## src/rtl/dna_loader.sv

```systemverilog
// Streams ASCII nucleotides into a 2-bit-per-entry memory starting at a latched base address.
// A load ends in DONE on the last character, or in ERR on an invalid character or overflow.
module dna_loader #(
   parameter int ADDR_W = 16
) (
   input  logic              clock,
   input  logic              reset_N,
   input  logic              start,
   input  logic [ADDR_W-1:0] base_addr,
   input  logic [ADDR_W-1:0] max_length,
   input  logic              in_valid,
   input  logic [7:0]        in_char,
   input  logic              in_last,
   output logic              in_ready,
   output logic              mem_we,
   output logic [ADDR_W-1:0] mem_addr,
   output logic [1:0]        mem_data,
   output logic              done,
   output logic              error,
   output logic [ADDR_W-1:0] dna_length,
   output logic [1:0]        debug_state
);

   // Input handshake: a character transfers on a rising edge where in_valid and in_ready are both 1.
   typedef enum logic [1:0] {IDLE, LOAD, DONE, ERR} state_t;

   localparam logic [ADDR_W-1:0] ONE = 1;

   state_t            state, state_n;
   logic [ADDR_W-1:0] base_q, base_n;
   logic [ADDR_W-1:0] max_q, max_n;
   logic [ADDR_W-1:0] count_q, count_n;
   logic              we_n;
   logic [ADDR_W-1:0] addr_n;
   logic [1:0]        data_n;
   logic              char_ok;
   logic [1:0]        char_code;

   always_comb begin
      char_ok   = 1'b1;
      char_code = 2'b00;
      case (in_char)
         8'h41:   char_code = 2'b00;
         8'h43:   char_code = 2'b01;
         8'h47:   char_code = 2'b10;
         8'h54:   char_code = 2'b11;
         default: char_ok   = 1'b0;
      endcase
   end

   always_comb begin
      state_n = state;
      base_n  = base_q;
      max_n   = max_q;
      count_n = count_q;
      we_n    = 1'b0;
      addr_n  = mem_addr;
      data_n  = mem_data;
      case (state)
         LOAD: begin
            if (in_valid) begin
               // Invalid characters take precedence: either fault aborts without a write.
               if (!char_ok || count_q == max_q) begin
                  state_n = ERR;
               end else begin
                  we_n    = 1'b1;
                  addr_n  = base_q + count_q;
                  data_n  = char_code;
                  count_n = count_q + ONE;
                  if (in_last) state_n = DONE;
               end
            end
         end
         default: begin
            if (start) begin
               base_n  = base_addr;
               max_n   = max_length;
               count_n = '0;
               state_n = LOAD;
            end
         end
      endcase
   end

   always_ff @(posedge clock or negedge reset_N) begin
      if (!reset_N) begin
         state    <= IDLE;
         base_q   <= '0;
         max_q    <= '0;
         count_q  <= '0;
         mem_we   <= 1'b0;
         mem_addr <= '0;
         mem_data <= 2'b00;
      end else begin
         state    <= state_n;
         base_q   <= base_n;
         max_q    <= max_n;
         count_q  <= count_n;
         mem_we   <= we_n;
         mem_addr <= addr_n;
         mem_data <= data_n;
      end
   end

   assign in_ready    = (state == LOAD);
   assign done        = (state == DONE);
   assign error       = (state == ERR);
   assign dna_length  = count_q;
   assign debug_state = state;

endmodule

```

## config.mk

```make
export PLATFORM = sky130hd
export DESIGN_NAME = dna_loader
export DESIGN_NICKNAME = d
export VERILOG_FILES = /design/src/rtl/dna_loader.sv
export SDC_FILE = /design/constraint.sdc
export NUM_CORES = 1
export LEC_CHECK = 0
export CORE_MARGIN = 1.5
export CORE_UTILIZATION = 40
export DETAILED_ROUTE_END_ITERATION = 8
export DONT_BUFFER_PORTS = 1
export MAX_ROUTING_LAYER = met4
export SYNTH_ARGS = -nofsm -noshare
export SYNTH_HDL_FRONTEND = slang
export SYNTH_SLANG_ARGS = --single-unit
```

## constraint.sdc

```tcl
create_clock -name clock -period 2.03 [get_ports clock]
set_input_delay 0.406 -clock clock [delete_from_list [all_inputs] [get_ports clock]]
set_output_delay 0.406 -clock clock [all_outputs]
set_load 0.005 [all_outputs]
```

# Word level (Yosys, flattened, before mapping)
# Cells that the tools add are included.
dict set report totals {
  regBits 69
  input_bits 45
  output_inout_bits 40
  elab_cells 44
}
dict set report classes {
  n_addsub 2
  n_eq_ne 11
  mux 14
  bitwise_logic 2
  reduce_logical 8
}
# cell count
set op_table {}
lappend op_table {{16-bit two-way mux} 4}
lappend op_table {{8-bit by 7-bit == test with 1-bit output (second input constant)} 4}
lappend op_table {{16-bit by 1-bit adder with 16-bit output (second input constant)} 1}
lappend op_table {{16-bit adder} 1}
lappend op_table {{16-bit == test} 1}
lappend op_table {{2-bit two-way mux} 5}
lappend op_table {{3-bit AND reduction} 3}
lappend op_table {{2-bit case mux with 3 select lines} 1}
lappend op_table {{2-bit == test (second input constant)} 2}
lappend op_table {{1-bit two-way mux} 4}
lappend op_table {{2-bit inequality test (second input constant)} 2}
lappend op_table {{4-bit OR reduction} 1}
lappend op_table {{3-bit by 2-bit inequality test with 1-bit output (second input constant)} 1}
lappend op_table {{2-bit by 1-bit == test with 1-bit output (second input constant)} 1}
lappend op_table {{1-bit NOT} 2}
lappend op_table {{2-bit AND reduction} 1}
lappend op_table {{2-bit nonzero test} 1}
lappend op_table {{1-bit logical NOT} 1}
lappend op_table {{1-bit logical OR} 1}

# Longest topological paths before layout
# Gate-level depths: netlist (run 1).
dict set report logic_depth {
  word_depth 8
  ltp_mapped 11
}

# Worst setup path before layout (run 1)
# OpenSTA, ideal clock, no wires.
dict set report synth_path {
  kind {register to register}
  startpoint {reg count_q[0] (netlist: dna_length[0])}
  endpoint {reg mem_addr[8]}
  setup_time_ns 0.083
  arrival_time_ns 1.965
  t_required_ns 1.947
  setup_slack_ns -0.017
  stages_incl_launch_ff 9
  period_less_slack_ns 2.047
  cell_sequence {dfrtp_1 -> ha_1 -> fa_1 -> a21oi_1 -> o21ai_0 -> a21oi_1 -> o21ai_0 -> xnor2_1 -> o21ai_0}
}
dict set report synth_between {
  elab_chain_cells 4
  word_cells_on_any_way 5
}
# item line
set synth_rtl {}
lappend synth_rtl {{start, declared} 32} ;# logic [ADDR_W-1:0] count_q, count_n;
lappend synth_rtl {{start signal, assigned} 98} ;# count_q <= count_n;
lappend synth_rtl {{parallel branches: the longest is 4 deep, another holds 16-bit adder} -}
lappend synth_rtl {{end signal, assigned} 100} ;# mem_addr <= addr_n;
lappend synth_rtl {{end, declared} 16} ;# output logic [ADDR_W-1:0] mem_addr,
# Parallel ways; which one is timed is not known.
# A chain may end at the register's enable or synchronous reset.

# Final worst setup path (run 1)
dict set report layout_path {
  startpoint {reg count_q[1] (netlist: dna_length[1])}
  endpoint {reg mem_addr[15]}
}
# The elaborated chain is that of the path after synthesis.

==> flow_summary.json, run 1 <==
{
  "grt_use_total_pct": 20.86,
  "cts_tree": "yes",
  "dieArea_sq_um": 10080,
  "yosysUniqueCellTypes": 50,
  "drtIter0Drc": 99,
  "grt_pass1_vias": 3126,
  "hold_ws_ns": 0.1485,
  "grt_pass1_wl_um": 15840,
  "r2r_start": "dna_length[1]$_DFFE_PN0P_",
  "finClkSkew_ns": 0.009194,
  "syn_area_sq_um": 3796,
  "final.fill_count": 824,
  "wl_per_cell_um": 15.65,
  "endpoint_kind": "flip-flop",
  "hold_viol_final": 0,
  "clock_path_buffers": 2,
  "timing.fmax_mhz": 501.3,
  "maxCapViolCount": 0,
  "syn_nets": 496,
  "whs_path_depth": 1,
  "min_period_over_period_pct": 98.27,
  "nets": 560,
  "core_sq_um": 9240,
  "synth_top_flop_cell": "dfrtp_1",
  "critPathLaunchType": "flip-flop",
  "first_pass_iters": 4,
  "power_frac_comb_pct": 20.3,
  "io_buffers": 0,
  "setup_viol": 0,
  "place.gp.congestion": 0.9771,
  "ant_nets": 0,
  "multi_input_area_sq_um": 2138,
  "seqPwrFrac_pct": 46.1,
  "internal_power_mw": 2.683,
  "pin_count": 85,
  "clkPwrFrac_pct": 33.6,
  "whs_endpoint": "debug_state[0]$_DFFE_PN0P_",
  "relSlewSlack_pct": 71.59,
  "clk_latency_ns": 0.34,
  "grt_max_degree": 70,
  "ys_warn_count": 0,
  "total_leakage_power_nw": 2.271,
  "crit_arrival_ns": 2.22,
  "antenna_cells": 0,
  "syn_inst": 434,
  "crit_required_ns": 2.26,
  "placed_area_sq_um": 4340,
  "vias": 3210,
  "overflow": 0,
  "syn_area_per_cell_sq_um": 8.747,
  "power_density_nw_per_um2": 767.3,
  "syn_to_final_growth_pct": 28.97,
  "initial_core_util_pct": 41.08,
  "status": "complete, no violations",
  "async_reset_ff_share_pct": 100.0,
  "h-tree-depth": 3,
  "dieHeight_um": 100.4,
  "cp_max_fo": 6,
  "drive_above_1_share_pct": 25.25,
  "ys_seq_area_share_pct": 45.48,
  "r2r_end": "mem_addr[15]$_DFFE_PN0P_",
  "fin_ws_ns": 0.03516,
  "drc": 0,
  "grt_setup_unrepaired": "true",
  "hpwl_um": 7100,
  "clock_sinks": 69,
  "r2r_slack_ns": 0.04,
  "viasPerCell": 5.079,
  "grt_antenna_before_repair": 0,
  "tightest_slew_ns": 0.4262,
  "holdCritPathClass": "in2reg",
  "switchingPower_mw": 1.073,
  "final_area_sq_um": 4896,
  "switching_share_pct": 28.57,
  "cts_made_buffers": 9,
  "pre_cts_ws_ns": -0.05586,
  "clk_pin_slew_ns": 0.07,
  "regArea_sq_um": 1734,
  "slew_viol_final": 0,
  "worstHoldStart": "in_last",
  "synth_edf_count": 0,
  "critical_path_class": "reg2reg",
  "rows": 35,
  "ys_seq_elements": 69,
  "power_mw": 3.756,
  "die_w_um": 100.4,
  "routed_wl_um": 9893,
  "reg2regPathDepth": 7,
  "ir_drop_v": 0.0004351,
  "period_needed_ns": 1.995,
  "cts_root_buf": "clkbuf_8"
}
## per-layer routing
layer	vias up	global-route usage [%]	share of wire (%)
met5	-	-	0
met2	71	30.93	47
li1	1593	-	-
met1	1536	28.38	47
met3	10	4.109	5.1
met4	0	7.692	0.97
## worst max path at each step
stage	startpoint	to	slack, ns	depth (start not counted)
2_1_floorplan	dna_length[0]$_DFFE_PN0P_	mem_addr[8]$_DFFE_PN0P_	0.01	8
3_3_place_gp	in_char[1]	dna_length[15]$_DFFE_PN0P_	-0.009	7
3_5_place_dp	dna_length[1]$_DFFE_PN0P_	mem_addr[15]$_DFFE_PN0P_	-0.06	7
4_1_cts	dna_length[3]$_DFFE_PN0P_	mem_addr[15]$_DFFE_PN0P_	-0.03	7
5_1_grt	dna_length[5]$_DFFE_PN0P_	mem_addr[15]$_DFFE_PN0P_	-0.05	8
6_report	dna_length[1]$_DFFE_PN0P_	mem_addr[15]$_DFFE_PN0P_	0.04	7
## repair_timing
action                                  4_1_cts  5_1_grt
setup buffers                                 0        8
endpoints found under the hold margin        69        0
hold buffers                                  2        0
pin swaps                                     2       13
resized for setup                             7       41
gates cloned                                  0        1
endpoints found under the setup margin        6       30
## power groups by stage
stage	Combinational (mW)	Sequential, mW	Clock [mW]
floorplan	0.495	1.70	0
global placement	0.660	1.75	0
detailed placement	0.679	1.75	0
CTS	0.726	1.73	1.30
global route	0.870	1.76	1.35
finish	0.763	1.73	1.26
## sequential cells by signal, summed over array words and instances (netlist names)
register     flops
mem_we           1
mem_addr        16
dna_length      16
debug_state      2
base_q          16
max_q           16
mem_data         2
## worst max-delay path, cell delays in order, from the launching register on
cell and delay (ns):
dfrtp_2 0.46, ha_1 0.31, a21oi_1 0.21, o211a_1 0.26
nor2_2 0.06, o2111ai_2 0.20, a211oi_1 0.10, a211o_1 0.27
## stage by stage
step,TNS [ns],std cells,utilization [%]
final,0,632,52.99
after CTS,-0.03284,623,50.16
after floorplan,0,434,-
after global placement,-0.01561,605,46.97
after detailed placement,-0.1561,605,46.97
after global routing,-0.1710,632,52.99
## synth_stat cells (all sizes together), types with 2 or more instances
cell	n	area (sq um)
a211oi	2	15.01
dfrtp	69	1727
xor2	7	61.31
buf	9	52.55
nor3	6	30.03
nand3	14	82.58
nor2	15	56.30
o2111ai	2	17.52
nor2b	2	12.51
and2	2	12.51
and3	3	18.77
o211ai	2	15.01
a21oi	16	80.08
inv	8	30.03
nand2b	5	31.28
nand2	141	529.3
a31o	2	17.52
a22o	2	17.52
mux2i	5	50.05
clkbuf	9	33.78
nand4	7	43.79
o21ai	34	170.2
ha	16	200.2
nor4	3	25.02
xnor2	25	219.0
o21a	7	52.55
a21o	3	22.52
## cell type report
class,instances,share of cell area (%)
clock buffer,12,3.169
clock inverter,4,1.431
inverter,8,0.6645
multi-input combinational,339,43.67
sequential,69,35.42
tap,129,3.297
timing repair buffer,71,12.34
## placed cells by master, fill, tap and decap left out, types with 3 or more instances in the layout
cell type  Yosys  final
a21o_1         3      3
a21oi_1       16     11
a21oi_2        0      4
buf_4          3     62
buf_6          0      5
clkbuf_8       0     11
dfrtp_1       69     63
dfrtp_2        0      6
ha_1          16     11
ha_4           0      3
inv_1          7      7
mux2i_1        5      5
nand2_1      141    141
nand2b_1       5      5
nand3_1       13     13
nand4_1        7      7
nor2_1        15     14
nor3_1         6      4
o21a_1         7      7
o21ai_0       29     23
o21ai_1        5     10
xnor2_1       25     22
xnor2_2        0      3
xor2_1         7      6
## cell families (layout without fill, tap and decap cells)
family	count (synthesis)	count (layout)	share of synthesized area (%)
xor gates and xnor gates	32	32	7.383
muxes	5	5	1.318
DFF	69	69	45.48
and+or+nand+nor	207	207	24.36
adders and majority gates	17	17	5.801
AOI/OAI and AO/OA	78	78	12.59
buffers and inverters	26	95	3.065
Note: power is estimated with default switching activity, not from simulation.
==> run 2, diff against run 1 <==
--- a/config.mk
+++ b/config.mk
@@ -5,6 +5,7 @@
 export SDC_FILE = /design/constraint.sdc
 export NUM_CORES = 1
 export LEC_CHECK = 0
+export CORE_ASPECT_RATIO = 0.9
 export CORE_MARGIN = 1.5
 export CORE_UTILIZATION = 40
 export DETAILED_ROUTE_END_ITERATION = 8
==> run 2 against run 1 <==
  * The flow now finishes with violations (negative setup slack)
  * Via count grew 1.1%
  * Hold slack got worse by 0.0080 ns
  * Non-clock buffer count decreased by 1
  * Sequential cell count unchanged
  * Critical path depth up 1
  * Power shrank 5.9%
  * Utilization down 0.88 points
  * Design area shrank 2.5%
==> flow_summary.json, run 2 (same netlist as run 1, synthesis figures left out) <==
{
  "pin_count": 85,
  "total_leakage_power_nw": 2.213,
  "fin_ws_ns": -0.008060,
  "maxCapViolCount": 0,
  "antenna_cells": 0,
  "routed_wl_um": 9958,
  "crit_arrival_ns": 2.28,
  "placed_area_sq_um": 4354,
  "cts_tree": "yes",
  "whs_path_depth": 1,
  "dieArea_sq_um": 10080,
  "drive_above_1_share_pct": 24.70,
  "hold_viol_final": 0,
  "grt_max_degree": 70,
  "violations": "negative setup slack",
  "nets": 559,
  "grt_pass1_wl_um": 16190,
  "path_cells": "ha_4, buf_4, and3_1, nand4_1, nor2_2, o2111ai_2, and4_1, a211o_1",
  "overflow": 0,
  "final_common_cell": "nand2_1",
  "min_period_over_period_pct": 100.4,
  "critical_path_class": "reg2reg",
  "holdCritPathClass": "in2reg",
  "cts_made_buffers": 9,
  "clock_path_buffers": 2,
  "grt_setup_unrepaired": "true",
  "r2r_slack_ns": -0.008,
  "slew_viol_final": 0,
  "final_area_sq_um": 4776,
  "cts_root_buf": "clkbuf_8",
  "power_density_nw_per_um2": 739.9,
  "hpwl_um": 7077,
  "rows": 33,
  "wl_per_cell_um": 15.96,
  "viasPerCell": 5.199,
  "place.gp.congestion": 0.8799,
  "worstHoldStart": "in_last",
  "relSlewSlack_pct": 70.39,
  "status": "finished with violations",
  "r2r_start": "dna_length[6]$_DFFE_PN0P_",
  "endpoint_kind": "flip-flop",
  "die_w_um": 105.7,
  "crit_required_ns": 2.27,
  "power_mw": 3.533,
  "timing.fmax_mhz": 490.7,
  "drtIter0Drc": 141,
  "finClkSkew_ns": 0.009066,
  "power_frac_comb_pct": 21.5,
  "clkPwrFrac_pct": 29.5,
  "core_sq_um": 9166,
  "drc": 0,
  "clk_latency_ns": 0.35,
  "cp_max_fo": 4,
  "dieHeight_um": 95.42,
  "r2r_end": "mem_addr[15]$_DFFE_PN0P_",
  "io_buffers": 0,
  "internal_power_mw": 2.435,
  "critPathLaunchType": "flip-flop",
  "whs_endpoint": "debug_state[0]$_DFFE_PN0P_",
  "tns_ns": -0.008060,
  "h-tree-depth": 3,
  "switchingPower_mw": 1.098,
  "clock_sinks": 69,
  "setup_viol": 1,
  "vias": 3244,
  "grt_use_total_pct": 21.39,
  "max_stage_delay_ns": 0.47,
  "reg2regPathDepth": 8,
  "clk_pin_slew_ns": 0.08,
  "grt_pass1_vias": 3217,
  "tightest_slew_ns": 0.4441,
  "first_pass_iters": 4,
  "grt_antenna_before_repair": 0,
  "ant_nets": 0,
  "ir_drop_v": 0.0003338,
  "initial_core_util_pct": 41.41,
  "switching_share_pct": 31.08,
  "syn_to_final_growth_pct": 25.81,
  "final_cell_mix": "141 x nand2_1, 66 x buf_4, 62 x dfrtp_1, 25 x xnor2_1, 21 x o21ai_0",
  "seqPwrFrac_pct": 49.0,
  "cp_slowest_cell": "dfrtp_2",
  "period_needed_ns": 2.038
}
-- run 2: cell count changes in the layout (fill, tap and decap cells not counted), moves of 2 or more --
cell | before | now
a21oi_1 | 11 | 13
o21ai_0 | 23 | 21
buf_4 | 62 | 66
clkinvlp_4 | 0 | 4
a21oi_2 | 4 | 2
xnor2_2 | 3 | 0
bufinv_16 | 2 | 0
xnor2_1 | 22 | 25
buf_6 | 5 | 1
-- run 2: final cells by class --
class,count,area [sq um]
inverters,8,30.03
repair buffers,70,564.3
multi-input cells,339,2107
clock inverters,5,35.03
clock buffers,11,151.4
flip-flops and latches,69,1735
fillers,866,4390
well taps,122,152.6
-- run 2: routing by layer --
layer	global-route usage (%)	vias up	routed length, um
li1	-	1600	-
met1	26.93	1537	4605
met2	33.50	92	4541
met3	6.015	15	643
met4	7.095	0	167
met5	-	-	0
-- run 2: power by group through the flow --
stage                     logic, mW  registers (mW)  clock network [mW]
after floorplan               0.495            1.70                   0
after global placement        0.675            1.74                   0
after detailed placement      0.690            1.75                   0
after CTS                     0.739            1.73                1.09
after global routing          0.860            1.76                1.15
final                         0.758            1.73                1.04
-- run 2: worst max path at each step --
stage | end | cells after the start | from | slack, ns
finish | mem_addr[15]$_DFFE_PN0P_ | 8 | dna_length[6]$_DFFE_PN0P_ | -0.008
global route | mem_addr[14]$_DFFE_PN0P_ | 8 | dna_length[0]$_DFFE_PN0P_ | -0.08
CTS | mem_addr[15]$_DFFE_PN0P_ | 8 | dna_length[6]$_DFFE_PN0P_ | -0.1
detailed placement | mem_addr[15]$_DFFE_PN0P_ | 7 | dna_length[6]$_DFFE_PN0P_ | -0.11
global placement | mem_addr[15]$_DFFE_PN0P_ | 7 | dna_length[6]$_DFFE_PN0P_ | -0.13
floorplan | mem_addr[8]$_DFFE_PN0P_ | 8 | dna_length[0]$_DFFE_PN0P_ | 0.01
-- run 2: critical path: cells and delay by family (launching register included) --
kind / cells / cell delay (ns)
AND/OR/NAND/NOR: 4 / 0.67
buffers and inverters: 1 / 0.10
AO/OA/AOI/OAI: 2 / 0.40
flip-flops: 1 / 0.47
adder cells (fa/ha/maj): 1 / 0.29
-- run 2: metrics by stage --
stage	hold WS, ns	setup slack, ns	util, %	instances
after detailed placement	0.1121	-0.1141	47.50	601
after floorplan	0.1104	0.009781	-	434
after global placement	0.1124	-0.1329	47.50	601
final	0.1405	-0.008060	52.10	624
after CTS	0.1259	-0.09646	50.44	620
after global routing	0.1275	-0.08191	52.10	624
-- run 2: timing repair --
item,CTS,global route
buffers inserted,1,4
hold buffers,2,0
endpoints found under the hold margin,69,0
setup endpoints to repair,12,18
pin swaps,3,15
gates resized for setup,9,32
